`src/rtl/serial_adder_ctrl.sv`:
```
// Bit-serial adder controller.
// Captures two WIDTH-bit operands and a carry-in, then walks an external
// single-bit full adder cell LSB-first, one bit per clock. The cell's sum bit
// is shifted into a result register, and its carry-out is fed back through a
// carry flop. One adder cell is traded for WIDTH cycles of latency.
//
// Handshake: start is sampled only while idle and needs no ready signal.
// busy is high from the cycle after an accepted start up to and including the
// done cycle. done is a single-cycle pulse. sum/cout are valid during done and
// are then held until the next done.
module serial_adder_ctrl #(
    parameter int WIDTH = 8
) (
    input  logic             clk,
    input  logic             rst_n,
    input  logic             start,
    input  logic [WIDTH-1:0] a,
    input  logic [WIDTH-1:0] b,
    input  logic             cin,
    output logic             busy,
    output logic             done,
    output logic [WIDTH-1:0] sum,
    output logic             cout,
    output logic             fa_e1,
    output logic             fa_e2,
    output logic             fa_cin,
    input  logic             fa_sum,
    input  logic             fa_cout
);

    localparam int CW = $clog2(WIDTH);
    localparam logic [CW-1:0] LAST = CW'(WIDTH - 1);

    typedef enum logic [1:0] {
        S_IDLE = 2'd0,
        S_RUN  = 2'd1,
        S_DONE = 2'd2
    } state_t;

    state_t           state;
    logic [WIDTH-1:0] a_sh;
    logic [WIDTH-1:0] b_sh;
    logic [WIDTH-1:0] sum_sh;
    logic             carry;
    logic [CW-1:0]    cnt;

    // Next value of the result shifter; also the final sum on the last bit.
    logic [WIDTH-1:0] sum_next;
    assign sum_next = {fa_sum, sum_sh[WIDTH-1:1]};

    // Control FSM together with the operand, carry and result datapath.
    // The counter holds at LAST on the exit edge, so it never wraps.
    always_ff @(posedge clk or negedge rst_n) begin
        if (!rst_n) begin
            state  <= S_IDLE;
            a_sh   <= '0;
            b_sh   <= '0;
            sum_sh <= '0;
            carry  <= 1'b0;
            cnt    <= '0;
            sum    <= '0;
            cout   <= 1'b0;
        end else begin
            case (state)
                S_IDLE: begin
                    if (start) begin
                        a_sh   <= a;
                        b_sh   <= b;
                        carry  <= cin;
                        cnt    <= '0;
                        sum_sh <= '0;
                        state  <= S_RUN;
                    end
                end
                S_RUN: begin
                    sum_sh <= sum_next;
                    carry  <= fa_cout;
                    a_sh   <= a_sh >> 1;
                    b_sh   <= b_sh >> 1;
                    if (cnt == LAST) begin
                        sum   <= sum_next;
                        cout  <= fa_cout;
                        state <= S_DONE;
                    end else begin
                        cnt <= cnt + CW'(1);
                    end
                end
                S_DONE: begin
                    state <= S_IDLE;
                end
                default: begin
                    state <= S_IDLE;
                end
            endcase
        end
    end

    // Status decoded from the registered state.
    assign busy = (state != S_IDLE);
    assign done = (state == S_DONE);

    // Cell drives are live only while running; otherwise they are held at zero.
    assign fa_e1  = (state == S_RUN) & a_sh[0];
    assign fa_e2  = (state == S_RUN) & b_sh[0];
    assign fa_cin = (state == S_RUN) & carry;

endmodule

```
`config.mk`:
```
export PLATFORM = sky130hd
export DESIGN_NAME = serial_adder_ctrl
export DESIGN_NICKNAME = d
export VERILOG_FILES = /design/src/rtl/serial_adder_ctrl.sv
export SDC_FILE = /design/constraint.sdc
export NUM_CORES = 1
export LEC_CHECK = 0
export ABC_AREA = 1
export CORE_AREA = 2 2 75 59
export DETAILED_ROUTE_END_ITERATION = 16
export DIE_AREA = 0 0 77 61
export PLACE_DENSITY = 0.73
export SETUP_SLACK_MARGIN = 0.15
export SLEW_MARGIN = 20
export SYNTH_ARGS = -nofsm -noshare
export SYNTH_HDL_FRONTEND = slang
export SYNTH_SLANG_ARGS = --single-unit
```
`constraint.sdc`:
```
create_clock -name clk -period 1.2 [get_ports clk]
set_input_delay 0.12 -clock clk [delete_from_list [all_inputs] [get_ports clk]]
set_output_delay 0.12 -clock clk [all_outputs]
set_load 0.01 [all_outputs]
```
==> run summary <==
================================================================================
Core Rows .........................................................           20
Final clock period utilization by the worst path ..................         106%
Number of diodes added for antenna fixing .........................            0
Highest clock frequency the design can meet .......................      786 MHz
Highest-count cells in the layout ignoring fill and taps .......... 88 x nand2_1, 37 x dfrtp_1, 20 x clkdlybuf4s50_1, 16 x buf_4
Remaining routing DRC violations ..................................            0
Leakage Power .....................................................      1.37 nW
Final setup vio count .............................................           34
Clock latency on the worst-skew pair ..............................      0.29 ns
Critical Path Start Type ..........................................         flop
Number of antenna-violating nets in the routed design .............            0
Setup TNS .........................................................     -1.43 ns
Aggregate global routing overflow .................................            0
Power density relative to cell area ...............................  2440 nW/µm²
Overall die height ................................................        61 µm
Violated checks ................................................... setup timing
Final Total Pwr ...................................................      6.66 mW
Number of max-cap violations ......................................            0
Unrepaired setup endpoints after global routing ...................          yes
Layer carrying the most global-route usage ........................         met2
Syn_area_per_cell .................................................     7.90 µm²
Count of different cell masters after synthesis ...................           16
Clock-pin slew on the worst setup and hold paths ..................      0.07 ns
Placed standard-cell area .........................................     2270 µm²
Clock Root Buffer .................................................     clkbuf_8
Total Routed Length ...............................................      4.48 mm
Count of warnings emitted by yosys ................................            0
Routability congestion estimate ...................................        0.781
Status ............................................................ finished, violations left
Critical Path Max Stage Delay .....................................      0.47 ns
Setup skew after layout ...........................................   0.00308 ns
Worst setup slack after placement .................................    -0.167 ns
Half-perimeter wire length after placement ........................      2.64 mm
Number of nets produced by synthesis ..............................          242
Overall routing resource usage ....................................        19.1%
Maximum number of pins on one net before global-route repair ......           39
Highest ir drop seen on vdd .......................................     0.932 mV
Number of endpoints with negative hold slack in the final report ..            0
Maximum fanout count along the critical path ......................            5
Sequential fraction of the synthesis area .........................        55.2%
Number of antenna violations at the first check in global routing .            0
Final Max Slew Viols ..............................................            0
Setup CP Type .....................................................      reg2reg
WP data required ..................................................      1.42 ns
Met3 usage ........................................................        4.02%
Clk sink count ....................................................           38
Synthesis-stage register bit count ................................           38
Number of CTS-inserted buffers ....................................            5
Routing usage on met2 .............................................        33.5%
Tmin final ........................................................      1.27 ns
Number of port buffers ............................................           35
Starting density of the core ......................................        43.6%
Most common cell after layout, fill and taps aside ................      nand2_1
FILL cells ........................................................          338
Area of the core ..................................................     3950 µm²
Post-synthesis cell area ..........................................     1720 µm²
Share of post-route cells with drive strength above 1 .............        36.0%
Crit path cell chain .............................................. buf_6, o21ai_4, buf_6, buf_6, nand2_1, o21ai_1
Worst rel slew slack ..............................................        83.2%
Bufs on Longest Clock Path ........................................            2
Total iterations of the first detailed-routing run ................            4
Type of the tightest min-delay check ..............................     in2async
Number of vias per cell after detailed routing ....................         4.79
H-Tree Level Count ................................................            2
Die width .........................................................        77 µm
Syn Inst Count ....................................................          218
Cell mode on critical path ........................................        buf_6
Post-route setup slack ............................................   -0.0723 ns
CTS tree ..........................................................        built
Worst Max-Slew Pin Slew ...........................................     0.252 ns
Vias ..............................................................         1634
Detailed-route wire length per cell ...............................      13.1 µm
First-pass GRT wire length ........................................      6.89 mm
Cell with the largest stage delay on the worst path ...............      dfrtp_2
Area of combinational cells with multiple inputs ..................      873 µm²
Number of DRC markers in iteration 0 ..............................           56
Endpoint arrival time on the critical path ........................      1.50 ns
Net count, final ..................................................          309
Full die area .....................................................     4700 µm²
Area of all placed cells without fillers ..........................     2720 µm²
Syn-to-layout area delta ..........................................        58.1%
Global-route met1 utilization .....................................        24.3%
Crit end category .................................................         flop
Via count of the first global-routing pass ........................         1526
I/O pin count .....................................................           36
Storage element area ..............................................      952 µm²
================================================================================
[final timing paths]
check / from / to / slack [ns] / cells past startpoint
max: state[0]$_DFFE_PN0P_ / sum_sh[1]$_DFFE_PN0P_ / -0.07 / 6
min: rst_n / sum[1]$_DFFE_PN0P_ / 0.33 / 3
max reg2reg: state[0]$_DFFE_PN0P_ / sum_sh[1]$_DFFE_PN0P_ / -0.07 / 6
min reg2reg: b_sh[7]$_DFFE_PN0P_ / b_sh[7]$_DFFE_PN0P_ / 0.47 / 2
max in group asynchronous: rst_n / state[0]$_DFFE_PN0P_ / 0.66 / 3
min in group clk: b[7] / b_sh[7]$_DFFE_PN0P_ / 0.38 / 3
[through the flow]
step	utilization [%]	hold WS, ns	cells
after floorplan	-	-0.176	218
after global placement	57.5	0.100	316
after detailed placement	57.5	0.102	316
after CTS	64.1	0.320	332
after global routing	68.9	0.348	341
final	68.9	0.331	341
[what timing repair did]
action | in CTS | in global routing
endpoints found under the setup margin | 52 | 51
pin swaps | 4 | 7
gates resized for setup | 74 | 43
hold endpoints to repair | 38 | 0
setup buffers | 6 | 7
hold buffers | 1 | 0
gates cloned | 1 | 2
[registers in the layout, indices dropped and copies added (netlist names)]
register,count
b_sh,8
cnt,3
sum,8
state,2
sum_sh,7
a_sh,8
cout,1
carry,1
[area by class of cell]
class,instances,share of cell area [%]
sequential,38,35.0
multi-input combinational,155,32.1
timing repair buffer,68,24.4
clock buffer,7,3.17
inverter,17,2.71
tap,55,2.53
clock inverter,1,0.184
[worst max-delay path, delay by kind of cell, from the launching register on]
| kind | cells | cell delay, ns |
|---|---|---|
| buffers and inverters | 3 | 0.42 |
| AND/OR/NAND/NOR | 1 | 0.06 |
| flip-flops | 1 | 0.47 |
| AO/OA/AOI/OAI | 2 | 0.26 |
[metal layers]
| layer | part of all wire (%) | vias up |
|---|---|---|
| met5 | 0 | - |
| li1 | - | 812 |
| met2 | 50 | 53 |
| met4 | 1.2 | 0 |
| met3 | 5.2 | 7 |
| met1 | 43 | 762 |
[Yosys cell counts, drive strengths merged]
library cell / count / area share (%)
buf: 9 / 3.1
clkbuf: 1 / 0.22
dfrtp: 38 / 55
ha: 2 / 1.5
inv: 17 / 3.7
nand2: 107 / 23
nand3: 20 / 5.8
nand4: 3 / 1.1
nor2: 6 / 1.5
o21ai: 15 / 4.6
[cells by family (layout without fill, tap and decap cells)]
kind of cell / count (synthesis) / after routing / synth area share, %
compound gates: 15 / 15 / 4.57
buf+inv: 27 / 93 / 6.97
simple gates: 136 / 138 / 31.8
flops: 38 / 38 / 55.2
fa+ha+maj: 2 / 2 / 1.45
[power breakdown]
part / leakage (nW) / internal [mW] / switching (mW) / total [mW]
logic: 0.837 / 1.68 / 1.85 / 3.53
registers: 0.481 / 1.84 / 0.383 / 2.22
clock network: 0.0482 / 0.463 / 0.443 / 0.906
total: 1.37 / 3.98 / 2.67 / 6.66
Power figures use the tool's default switching activity.
